`src/rtl/card_frame_decoder.sv`:
```
// Byte-stream tap-frame decoder feeding the fare-gate FSM.
// Takes a five-byte frame (sync, flags, balance lo/hi, xor checksum) and publishes registered card status.
module card_frame_decoder #(
  parameter logic [15:0] FARE     = 16'd325,
  parameter int          NFC_HOLD = 2,
  parameter int          TIMEOUT  = 8
) (
  input  logic       clk,
  input  logic       rst,
  input  logic       rx_valid,
  input  logic [7:0] rx_byte,
  output logic       rx_ready,
  output logic       nfc,
  output logic       card_active,
  output logic       monthly,
  output logic       fund_enough,
  output logic       frame_err
);

  localparam int CNT_MAX = (TIMEOUT > NFC_HOLD) ? TIMEOUT : NFC_HOLD;
  localparam int CW      = $clog2(CNT_MAX + 1);
  localparam logic [7:0] SYNC = 8'hA5;

  typedef enum logic [2:0] {
    S_IDLE, S_FLAGS, S_BAL_LO, S_BAL_HI, S_CHK, S_EMIT
  } state_e;

  state_e        state_q, state_d;
  logic [CW-1:0] cnt_q, cnt_d;
  logic [7:0]    flags_q, flags_d;
  logic [7:0]    bal_lo_q, bal_lo_d;
  logic [7:0]    bal_hi_q, bal_hi_d;
  logic          nfc_q, nfc_d;
  logic          act_q, act_d;
  logic          mon_q, mon_d;
  logic          fund_q, fund_d;
  logic          err_q, err_d;

  logic          accept;
  logic          chk_ok;
  logic          timed_out;
  logic [15:0]   balance;

  assign accept    = rx_valid & rx_ready;
  assign balance   = {bal_hi_q, bal_lo_q};
  assign chk_ok    = (rx_byte == (flags_q ^ bal_lo_q ^ bal_hi_q));
  // An accepted byte on the final idle cycle takes priority over the timeout.
  assign timed_out = !accept && (cnt_q == CW'(TIMEOUT - 1));

  always_ff @(posedge clk) begin
    if (!rst) begin
      state_q  <= S_IDLE;
      cnt_q    <= '0;
      flags_q  <= '0;
      bal_lo_q <= '0;
      bal_hi_q <= '0;
      nfc_q    <= 1'b0;
      act_q    <= 1'b0;
      mon_q    <= 1'b0;
      fund_q   <= 1'b0;
      err_q    <= 1'b0;
    end else begin
      state_q  <= state_d;
      cnt_q    <= cnt_d;
      flags_q  <= flags_d;
      bal_lo_q <= bal_lo_d;
      bal_hi_q <= bal_hi_d;
      nfc_q    <= nfc_d;
      act_q    <= act_d;
      mon_q    <= mon_d;
      fund_q   <= fund_d;
      err_q    <= err_d;
    end
  end

  always_comb begin
    state_d  = state_q;
    cnt_d    = cnt_q;
    flags_d  = flags_q;
    bal_lo_d = bal_lo_q;
    bal_hi_d = bal_hi_q;
    act_d    = act_q;
    mon_d    = mon_q;
    fund_d   = fund_q;
    err_d    = 1'b0;
    case (state_q)
      S_IDLE: begin
        cnt_d = '0;
        if (accept && (rx_byte == SYNC)) state_d = S_FLAGS;
      end
      S_FLAGS, S_BAL_LO, S_BAL_HI, S_CHK: begin
        if (accept) begin
          cnt_d = '0;
          case (state_q)
            S_FLAGS: begin
              flags_d = rx_byte;
              state_d = S_BAL_LO;
            end
            S_BAL_LO: begin
              bal_lo_d = rx_byte;
              state_d  = S_BAL_HI;
            end
            S_BAL_HI: begin
              bal_hi_d = rx_byte;
              state_d  = S_CHK;
            end
            default: begin
              if (chk_ok) begin
                state_d = S_EMIT;
                act_d   = flags_q[0];
                mon_d   = flags_q[1];
                fund_d  = (balance >= FARE);
              end else begin
                state_d = S_IDLE;
                err_d   = 1'b1;
              end
            end
          endcase
        end else if (timed_out) begin
          state_d = S_IDLE;
          cnt_d   = '0;
          err_d   = 1'b1;
        end else begin
          cnt_d = cnt_q + 1'b1;
        end
      end
      S_EMIT: begin
        // Counter reused as the strobe-length timer; it was cleared on the CHK byte.
        if (cnt_q == CW'(NFC_HOLD - 1)) begin
          state_d = S_IDLE;
          cnt_d   = '0;
        end else begin
          cnt_d = cnt_q + 1'b1;
        end
      end
      default: begin
        state_d = S_IDLE;
        cnt_d   = '0;
      end
    endcase
    nfc_d = (state_d == S_EMIT);
  end

  always_comb begin
    rx_ready    = (state_q != S_EMIT);
    nfc         = nfc_q;
    card_active = act_q;
    monthly     = mon_q;
    fund_enough = fund_q;
    frame_err   = err_q;
  end

endmodule

```
`config.mk`:
```
export PLATFORM = sky130hd
export DESIGN_NAME = card_frame_decoder
export DESIGN_NICKNAME = d
export VERILOG_FILES = /design/src/rtl/card_frame_decoder.sv
export SDC_FILE = /design/constraint.sdc
export NUM_CORES = 1
export LEC_CHECK = 0
export ABC_AREA = 1
export BUFFER_PORTS_ARGS = -buffer_cell sky130_fd_sc_hd__buf_2
export CAP_MARGIN = 40
export CORE_MARGIN = 10
export CORE_UTILIZATION = 40
export DETAILED_ROUTE_END_ITERATION = 8
export GPL_TIMING_DRIVEN = 0
export PLACE_DENSITY_LB_ADDON = 0.3
export SLEW_MARGIN = 40
export SYNTH_ARGS = -nofsm -noshare
export SYNTH_HDL_FRONTEND = slang
export SYNTH_SLANG_ARGS = --single-unit
```
`constraint.sdc`:
```
create_clock -name clk -period 1.64 [get_ports clk]
set_clock_uncertainty 0.2 [all_clocks]
set_input_delay 0.164 -clock clk [delete_from_list [all_inputs] [get_ports clk]]
set_output_delay 0.164 -clock clk [all_outputs]
set_load 0.02 [all_outputs]
```
==> flow_summary.json, run 1 <==
{
  "powerDensity_nw_per_um2": 741,
  "crit_family": "simple AND/OR/NAND/NOR gates",
  "firstDrtPassIters": 4,
  "numCtsBuffers": 5,
  "crit_cells": 9,
  "syn_nets": 310,
  "r2r-end": "state_q[0]",
  "final.period_utilization": 0.991,
  "drv_slew": 0,
  "final.setup.tns_ps": 0,
  "synth_flop_cell": "dfxtp_1",
  "ios": 17,
  "cts_tree": "done",
  "cp_data_required_time_ps": 1670,
  "worstPathCellList": "nor2_2, nand2_2, inv_2, nor2_2, a211oi_1, nand3_2, nand2_2, nand2_2, inv_1",
  "cts.sinks": 36,
  "leakagePower_uw": 0.00109,
  "design.die.area_um2": 8220,
  "drcViolationCount": 0,
  "antenna_found_initial": 0,
  "gp_congestion": 0.792,
  "ff2ff_setup_slack_ps": 10,
  "final_nets": 337,
  "r2r-start": "state_q[1]",
  "path_buf_inv": 2,
  "coreArea_um2": 4790,
  "wl_mm": 4.65,
  "dp.cells": 379,
  "grt_pass1_wl_mm": 7.85,
  "rows": 25,
  "routed-via-count": 1888,
  "layout-drive-gt1-share": 0.283,
  "synth_area_leaders": "dfxtp_1, nand2_1, inv_1",
  "stdcell_count": 392,
  "holdPathEnd": "flags_q[7]",
  "synth_top_area_cell": "dfxtp_1",
  "grt_pass1_vias": 1676,
  "wl_per_cell_um": 11.9,
  "chipHeight_um": 90.7,
  "ys_seq_area_frac": 0.361,
  "criticalPathCategory": "reg2reg",
  "final_common_cell": "nand2_1",
  "ir_drop_v": 0.000377,
  "fin_crit_ps": 1630,
  "max_stage_delay_ps": 380,
  "end_kind": "flop",
  "crit_slowest_cell": "dfxtp_2",
  "viasPerCell": 4.82,
  "htreeDepth": 2,
  "portBuffers": 15,
  "synthCells": 297,
  "hold_violations": 0,
  "rsz0062_at_grt": "true",
  "worst_hold_path_type": "in2reg",
  "yosysWarnings": 0,
  "arrival_ps": 1650,
  "fin_hold_ws_ps": 20.1,
  "max_freq_mhz": 615,
  "slew_headroom": 0.721,
  "hold_start": "rx_byte[7]",
  "netlist_area_um2": 2000,
  "async_flop_share": 0,
  "ys_types": 28,
  "area_delta_synth_final_pct": 19.4,
  "global_route.overflow_total": 0,
  "synth_seq_cells": 36,
  "worst_skew_pair.late_latency_ps": 290,
  "start_kind": "flop",
  "yosysTopAreaCellShare": 0.361,
  "final-setup-viol-count": 0,
  "post-place-ws_ps": 5.75,
  "rr_worst_depth": 9,
  "die_w_um": 90.7,
  "cp_max_fo": 6,
  "drtAntennaViolNets": 0,
  "clock_tree.root_cell": "clkbuf_8",
  "cts.clk_slew.worst_paths_ps": 80,
  "worstHoldPathCells": 3,
  "critPathMostFrequentCell": "nand2_2",
  "synth_area_per_cell_um2": 6.72,
  "grt_max_degree": 12,
  "initial_core_util": 0.417,
  "tightest_slew_ps": 418,
  "status": "completed",
  "grtUsageTotal": 0.114,
  "dp_hpwl_mm": 3.40,
  "power_uw": 1770,
  "synth-edff-count": 0,
  "drv_cap": 0,
  "setup_ws_ps": 14.1,
  "drt_iter0_markers": 78,
  "clock_path_buffers": 2,
  "final_cell_mix": "nand2_1, inv_1, o21ai_0, a21oi_1, dfxtp_1",
  "antenna_cells": 0
}
## stage by stage
step | cell area, um2 | utilization
2_1_floorplan | 2000 | -
3_3_place_gp | 2160 | 0.450
3_5_place_dp | 2160 | 0.450
4_1_cts | 2300 | 0.481
5_1_grt | 2380 | 0.498
6_report | 2380 | 0.498
## cells in the mapped netlist, types with 5 or more instances
cell type  number
nand2_1        77
inv_1          48
dfxtp_1        36
a21oi_1        26
o21ai_0        26
nor2_1         18
nand3_1         9
nor3_1          8
nand2_2         7
inv_2           6
nor2_2          5
xnor2_1         5
## metal layers
layer	track usage	wire length, um	part of all wire	up-vias
met5	0	0	0	-
met4	0.0517	90	0.019	0
li1	-	-	-	994
met1	0.138	2120	0.46	848
met2	0.185	2190	0.47	38
met3	0.0291	252	0.054	8
## tightest hold or removal path: stages
cell    delay [ps]
buf_2          150
nor2_1         110
nor2_1          50
## worst max-delay path by stage
stage | from | end | slack (ps)
finish | state_q[1] | state_q[0] | 10
global route | state_q[1] | bal_lo_q[2] | -110
CTS | flags_q[1] | nfc | 20
detailed placement | state_q[0] | state_q[1] | 6
global placement | state_q[1] | cnt_q[0] | 10
floorplan | state_q[1] | state_q[0] | 100
## sequential cells by signal, indices dropped and copies added (netlist names)
signal / count
bal_hi_q: 8
bal_lo_q: 8
flags_q: 8
cnt_q: 4
state_q: 3
card_active: 1
frame_err: 1
fund_enough: 1
monthly: 1
nfc: 1
## area by class of cell
type,instances,area (um2)
fillers,522,2400
repair buffers,20,118
well taps,67,83.8
flip-flops and latches,36,742
multi-input cells,202,1090
plain buffers,5,38.8
clock buffers,6,72.6
inverters,54,203
clock inverters,2,35.0
## cells by family after synthesis
family,Yosys count,share of synthesized area
XOR/XNOR,7,0.0307
AND/OR/NAND/NOR,135,0.316
AO/OA/AOI/OAI,58,0.159
flip-flops,36,0.361
buffers and inverters,59,0.121
adder cells (fa/ha/maj),2,0.0125
## power by group
part           total, uW  switching [uW]  internal (uW)
logic                116            74.4           41.7
registers            872           0.182            871
clock network        779             327            451
total               1770             402           1360
## timing repair
action,CTS,global route
pin swaps,1,12
buffers inserted,2,1
hold endpoints to repair,2,0
resized for setup,2,40
hold buffers,2,0
setup endpoints to repair,6,21
Note: power is estimated with default switching activity, not from simulation.
==> run 2: changes to the inputs <==
--- a/config.mk
+++ b/config.mk
@@ -8,7 +8,8 @@
 export ABC_AREA = 1
 export BUFFER_PORTS_ARGS = -buffer_cell sky130_fd_sc_hd__buf_2
 export CAP_MARGIN = 40
-export CORE_MARGIN = 10
+export CELL_PAD_IN_SITES_DETAIL_PLACEMENT = 1
+export CELL_PAD_IN_SITES_GLOBAL_PLACEMENT = 1
 export CORE_UTILIZATION = 40
 export DETAILED_ROUTE_END_ITERATION = 8
 export GPL_TIMING_DRIVEN = 0
==> flow_summary.json, run 2 (synthesis gave the netlist of run 1 again) <==
{
  "status": "complete, but fails checks",
  "violations": "setup timing",
  "drcViolationCount": 0,
  "clock_tree.root_cell": "clkbuf_8",
  "cp_data_required_time_ps": 1620,
  "fillerInstances": 646,
  "reg_top3": "bal_hi_q x8, bal_lo_q x8, flags_q x8",
  "ir_drop_v": 0.000455,
  "tightest_slew_ps": 486,
  "gp_congestion": 0.836,
  "area_delta_synth_final_pct": 21.4,
  "worst_hold_path_type": "in2reg",
  "drv_cap": 0,
  "final.setup.tns_ps": -34.5,
  "antenna_found_initial": 0,
  "leakagePower_uw": 0.00110,
  "final.period_utilization": 1.01,
  "hold_violations": 0,
  "worst_skew_pair.late_latency_ps": 290,
  "final_cell_mix": "nand2_1, inv_1, o21ai_0, a21oi_1",
  "grtUsageTotal": 0.217,
  "numCtsBuffers": 5,
  "wl_mm": 5.47,
  "final_nets": 341,
  "max_freq_mhz": 603,
  "htreeDepth": 2,
  "cts.clk_slew.worst_paths_ps": 70,
  "crit_family": "flip-flops",
  "drv_slew": 0,
  "initial_core_util": 0.420,
  "crit_slowest_cell": "dfxtp_2",
  "criticalPathCategory": "reg2reg",
  "drt_iter0_markers": 69,
  "coreArea_um2": 4750,
  "powerDensity_nw_per_um2": 656,
  "global_route.overflow_total": 0,
  "antenna_cells": 0,
  "die_w_um": 72.7,
  "placed_area_um2": 2160,
  "final-setup-viol-count": 3,
  "chipHeight_um": 72.7,
  "start_kind": "flop",
  "area.sequential_um2": 746,
  "multiInputGateArea_um2": 1130,
  "layout-drive-gt1-share": 0.329,
  "cts.sinks": 36,
  "final_area_um2": 2420,
  "slew_headroom": 0.676,
  "rsz0062_at_grt": "true",
  "fin_hold_ws_ps": 15.4,
  "setup_ws_ps": -18.7,
  "drtAntennaViolNets": 0,
  "arrival_ps": 1640,
  "worstPathCellList": "inv_2, nor2_1, nand2_1, inv_1, nand2_2, buf_4, o21ai_0, a21oi_1",
  "clock_path_buffers": 2,
  "post-place-ws_ps": -49.3,
  "ios": 17,
  "cp_max_fo": 10,
  "final_common_cell": "nand2_1",
  "cts_tree": "done",
  "grt_pass1_wl_mm": 8.61,
  "grt_max_degree": 11,
  "max_stage_delay_ps": 390,
  "design.die.area_um2": 5280,
  "routed-via-count": 1922,
  "fin_crit_ps": 1660,
  "path_buf_inv": 3,
  "firstDrtPassIters": 4,
  "end_kind": "flop",
  "wl_per_cell_um": 13.9,
  "portBuffers": 15,
  "rows": 25,
  "power_uw": 1590,
  "grt_pass1_vias": 1852,
  "viasPerCell": 4.87,
  "dp_hpwl_mm": 3.92
}
[run 2: cell count changes in the layout (fill, tap and decap cells not counted), sizes merged]
cell,before,now
bufinv,1,0
buf,20,24
[run 2: power breakdown]
| part | internal (uW) | switching (uW) | leakage, uW |
|---|---|---|---|
| combinational | 44.0 | 79.6 | 0.000762 |
| clock | 289 | 307 | 0.0000410 |
| sequential | 872 | 0.198 | 0.000299 |
[run 2: area by class of cell]
| class | instances | area share |
|---|---|---|
| Multi-Input combinational cell | 202 | 0.464 |
| Sequential cell | 36 | 0.308 |
| Inverter | 54 | 0.0836 |
| Timing Repair Buffer | 24 | 0.0609 |
| Tap cell | 67 | 0.0346 |
| Clock buffer | 6 | 0.0299 |
| Buffer | 5 | 0.0170 |
| Clock inverter | 1 | 0.00206 |
[run 2: through the flow]
stage / util / std cells
after floorplan: - / 297
after global placement: 0.453 / 379
after detailed placement: 0.453 / 379
after CTS: 0.482 / 390
after global routing: 0.510 / 395
final: 0.510 / 395
[run 2: final timing paths]
kind,cells after the start,startpoint,endpoint,slack [ps]
min,3,rx_byte[7],flags_q[7],20
max reg2reg,8,state_q[0],bal_hi_q[5],-20
max,8,state_q[0],bal_hi_q[5],-20
min reg2reg,2,flags_q[2],flags_q[2],270
[run 2: repair_timing]
action,CTS,global route
pin swaps,5,15
gates resized for setup,13,45
endpoints found under the hold margin,2,0
hold buffers,2,0
buffers inserted,2,5
endpoints found under the setup margin,16,21
[run 2: metal layers]
metal / track usage / vias to the layer above / part of all wire / wire length [um]
li1: - / 996 / - / -
met1: 0.282 / 891 / 0.48 / 2620
met2: 0.354 / 22 / 0.47 / 2600
met3: 0.0414 / 13 / 0.022 / 121
met4: 0.0893 / 0 / 0.024 / 133
met5: 0 / - / 0 / 0
[run 2: worst min-delay path, cell delays in order]
cell and delay [ps]:
buf_2 150, nor2_1 110, nor2_1 50
==> run 3: changes to the inputs <==
--- a/config.mk
+++ b/config.mk
@@ -14,6 +14,7 @@
 export DETAILED_ROUTE_END_ITERATION = 8
 export GPL_TIMING_DRIVEN = 0
 export PLACE_DENSITY_LB_ADDON = 0.3
+export RECOVER_POWER = 100
 export SLEW_MARGIN = 40
 export SYNTH_ARGS = -nofsm -noshare
 export SYNTH_HDL_FRONTEND = slang
==> flow_summary.json, run 3 (synthesis gave the netlist of run 1 again) <==
{
  "end_kind": "flop",
  "crit_slowest_cell": "dfxtp_2",
  "path_buf_inv": 1,
  "design.die.area_um2": 5280,
  "final_area_um2": 2400,
  "initial_core_util": 0.420,
  "final-setup-viol-count": 1,
  "slew_headroom": 0.680,
  "area_delta_synth_final_pct": 20.1,
  "rsz0062_at_grt": "true",
  "clock_path_buffers": 2,
  "antenna_found_initial": 0,
  "fin_hold_ws_ps": 16.3,
  "grt_max_degree": 11,
  "area.sequential_um2": 746,
  "fillerInstances": 652,
  "gp_congestion": 0.836,
  "grt_pass1_wl_mm": 8.61,
  "viasPerCell": 4.89,
  "critPathMostFrequentCell": "nand2_2",
  "grtUsageTotal": 0.217,
  "status": "complete, but fails checks",
  "drtAntennaViolNets": 0,
  "numCtsBuffers": 5,
  "worstPathCellList": "or2_1, nand2_1, nand2_1, nand2_2, nand2_2, nor2_4, nand2_4, nand2_4, nand3_2, nand2_2, inv_2, nor2_2",
  "clock_tree.root_cell": "clkbuf_8",
  "fin_crit_ps": 1640,
  "portBuffers": 15,
  "ir_drop_v": 0.000455,
  "chipHeight_um": 72.7,
  "drt_iter0_markers": 81,
  "final_nets": 341,
  "final_common_cell": "nand2_1",
  "routed-via-count": 1931,
  "worst_hold_path_type": "in2reg",
  "drv_cap": 0,
  "firstDrtPassIters": 4,
  "die_w_um": 72.7,
  "reg_top3": "bal_hi_q x8, bal_lo_q x8, flags_q x8",
  "max_stage_delay_ps": 320,
  "wl_mm": 5.46,
  "wl_per_cell_um": 13.8,
  "max_freq_mhz": 609,
  "grt_pass1_vias": 1852,
  "arrival_ps": 1660,
  "hold_violations": 0,
  "drv_slew": 0,
  "placed_area_um2": 2160,
  "cts_tree": "done",
  "htreeDepth": 2,
  "multiInputGateArea_um2": 1110,
  "leakagePower_uw": 0.00108,
  "global_route.overflow_total": 0,
  "cp_max_fo": 3,
  "worst_skew_pair.late_latency_ps": 290,
  "setup_ws_ps": -2.13,
  "coreArea_um2": 4750,
  "ios": 17,
  "ff2ff_setup_slack_ps": -2,
  "cts.sinks": 36,
  "cp_data_required_time_ps": 1660,
  "tightest_slew_ps": 480,
  "violations": "setup timing",
  "dp_hpwl_mm": 3.92,
  "final_cell_mix": "nand2_1, inv_1, o21ai_0, a21oi_1",
  "layout-drive-gt1-share": 0.308,
  "cts.clk_slew.worst_paths_ps": 70,
  "rows": 25,
  "criticalPathCategory": "reg2reg",
  "start_kind": "flop",
  "final.period_utilization": 1.00,
  "drcViolationCount": 0,
  "antenna_cells": 0,
  "crit_family": "simple AND/OR/NAND/NOR gates",
  "powerDensity_nw_per_um2": 664
}
==> run 3: changes by cell type in the layout (fill, tap and decap cells not counted), sizes merged <==
cell / delta
buf: -7
clkbuf: +7
==> run 3: layout make-up <==
type                    instances  area share
plain buffers                   5      0.0162
inverters                      54      0.0845
multi-input cells             202       0.463
well taps                      67      0.0350
repair buffers                 24      0.0584
clock inverters                 1     0.00209
clock buffers                   6      0.0303
flip-flops and latches         36       0.311
==> run 3: timing repair <==
action,in CTS,in global routing
resized for setup,13,45
endpoints found under the hold margin,2,0
setup endpoints to repair,16,21
pin swaps,5,15
setup buffers,2,5
hold buffers,2,0
==> run 3: power breakdown <==
group	leakage [uW]	internal [uW]	switching (uW)
clock	0.0000410	289	308
combinational	0.000736	44.0	79.0
sequential	0.000299	872	0.197
total	0.00108	1200	388
==> run 3: worst reg2reg max path, delay by kind of cell, from the launching register on <==
family,cells,cell delay [ps]
AND/OR/NAND/NOR,11,1000
buffers and inverters,1,50
flip-flops,1,320
==> run 3: path summary, 6_finish.rpt <==
path | endpoint | from | cells after the start
min | flags_q[7] | rx_byte[7] | 3
max reg2reg | state_q[2] | bal_lo_q[0] | 12
max | state_q[2] | bal_lo_q[0] | 12
min reg2reg | flags_q[2] | flags_q[2] | 2
==> run 3: routing by layer <==
layer	global-route usage	share of wire	routed length, um	vias to the layer above
met1	0.282	0.47	2580	898
met2	0.354	0.48	2600	24
li1	-	-	-	996
met3	0.0414	0.025	138	13
met5	0	0	0	-
met4	0.0893	0.025	135	0
==> run 3: stage by stage <==
stage | TNS (ps) | setup WS [ps] | cells | total power (uW) | util
2_1_floorplan | 0 | 97.0 | 297 | 959 | -
3_3_place_gp | -54.8 | -23.8 | 379 | 1000 | 0.453
3_5_place_dp | -318 | -49.3 | 379 | 1000 | 0.453
4_1_cts | -5.68 | -5.68 | 390 | 1610 | 0.482
5_1_grt | -1200 | -120 | 395 | 1660 | 0.504
6_report | -2.13 | -2.13 | 395 | 1590 | 0.504
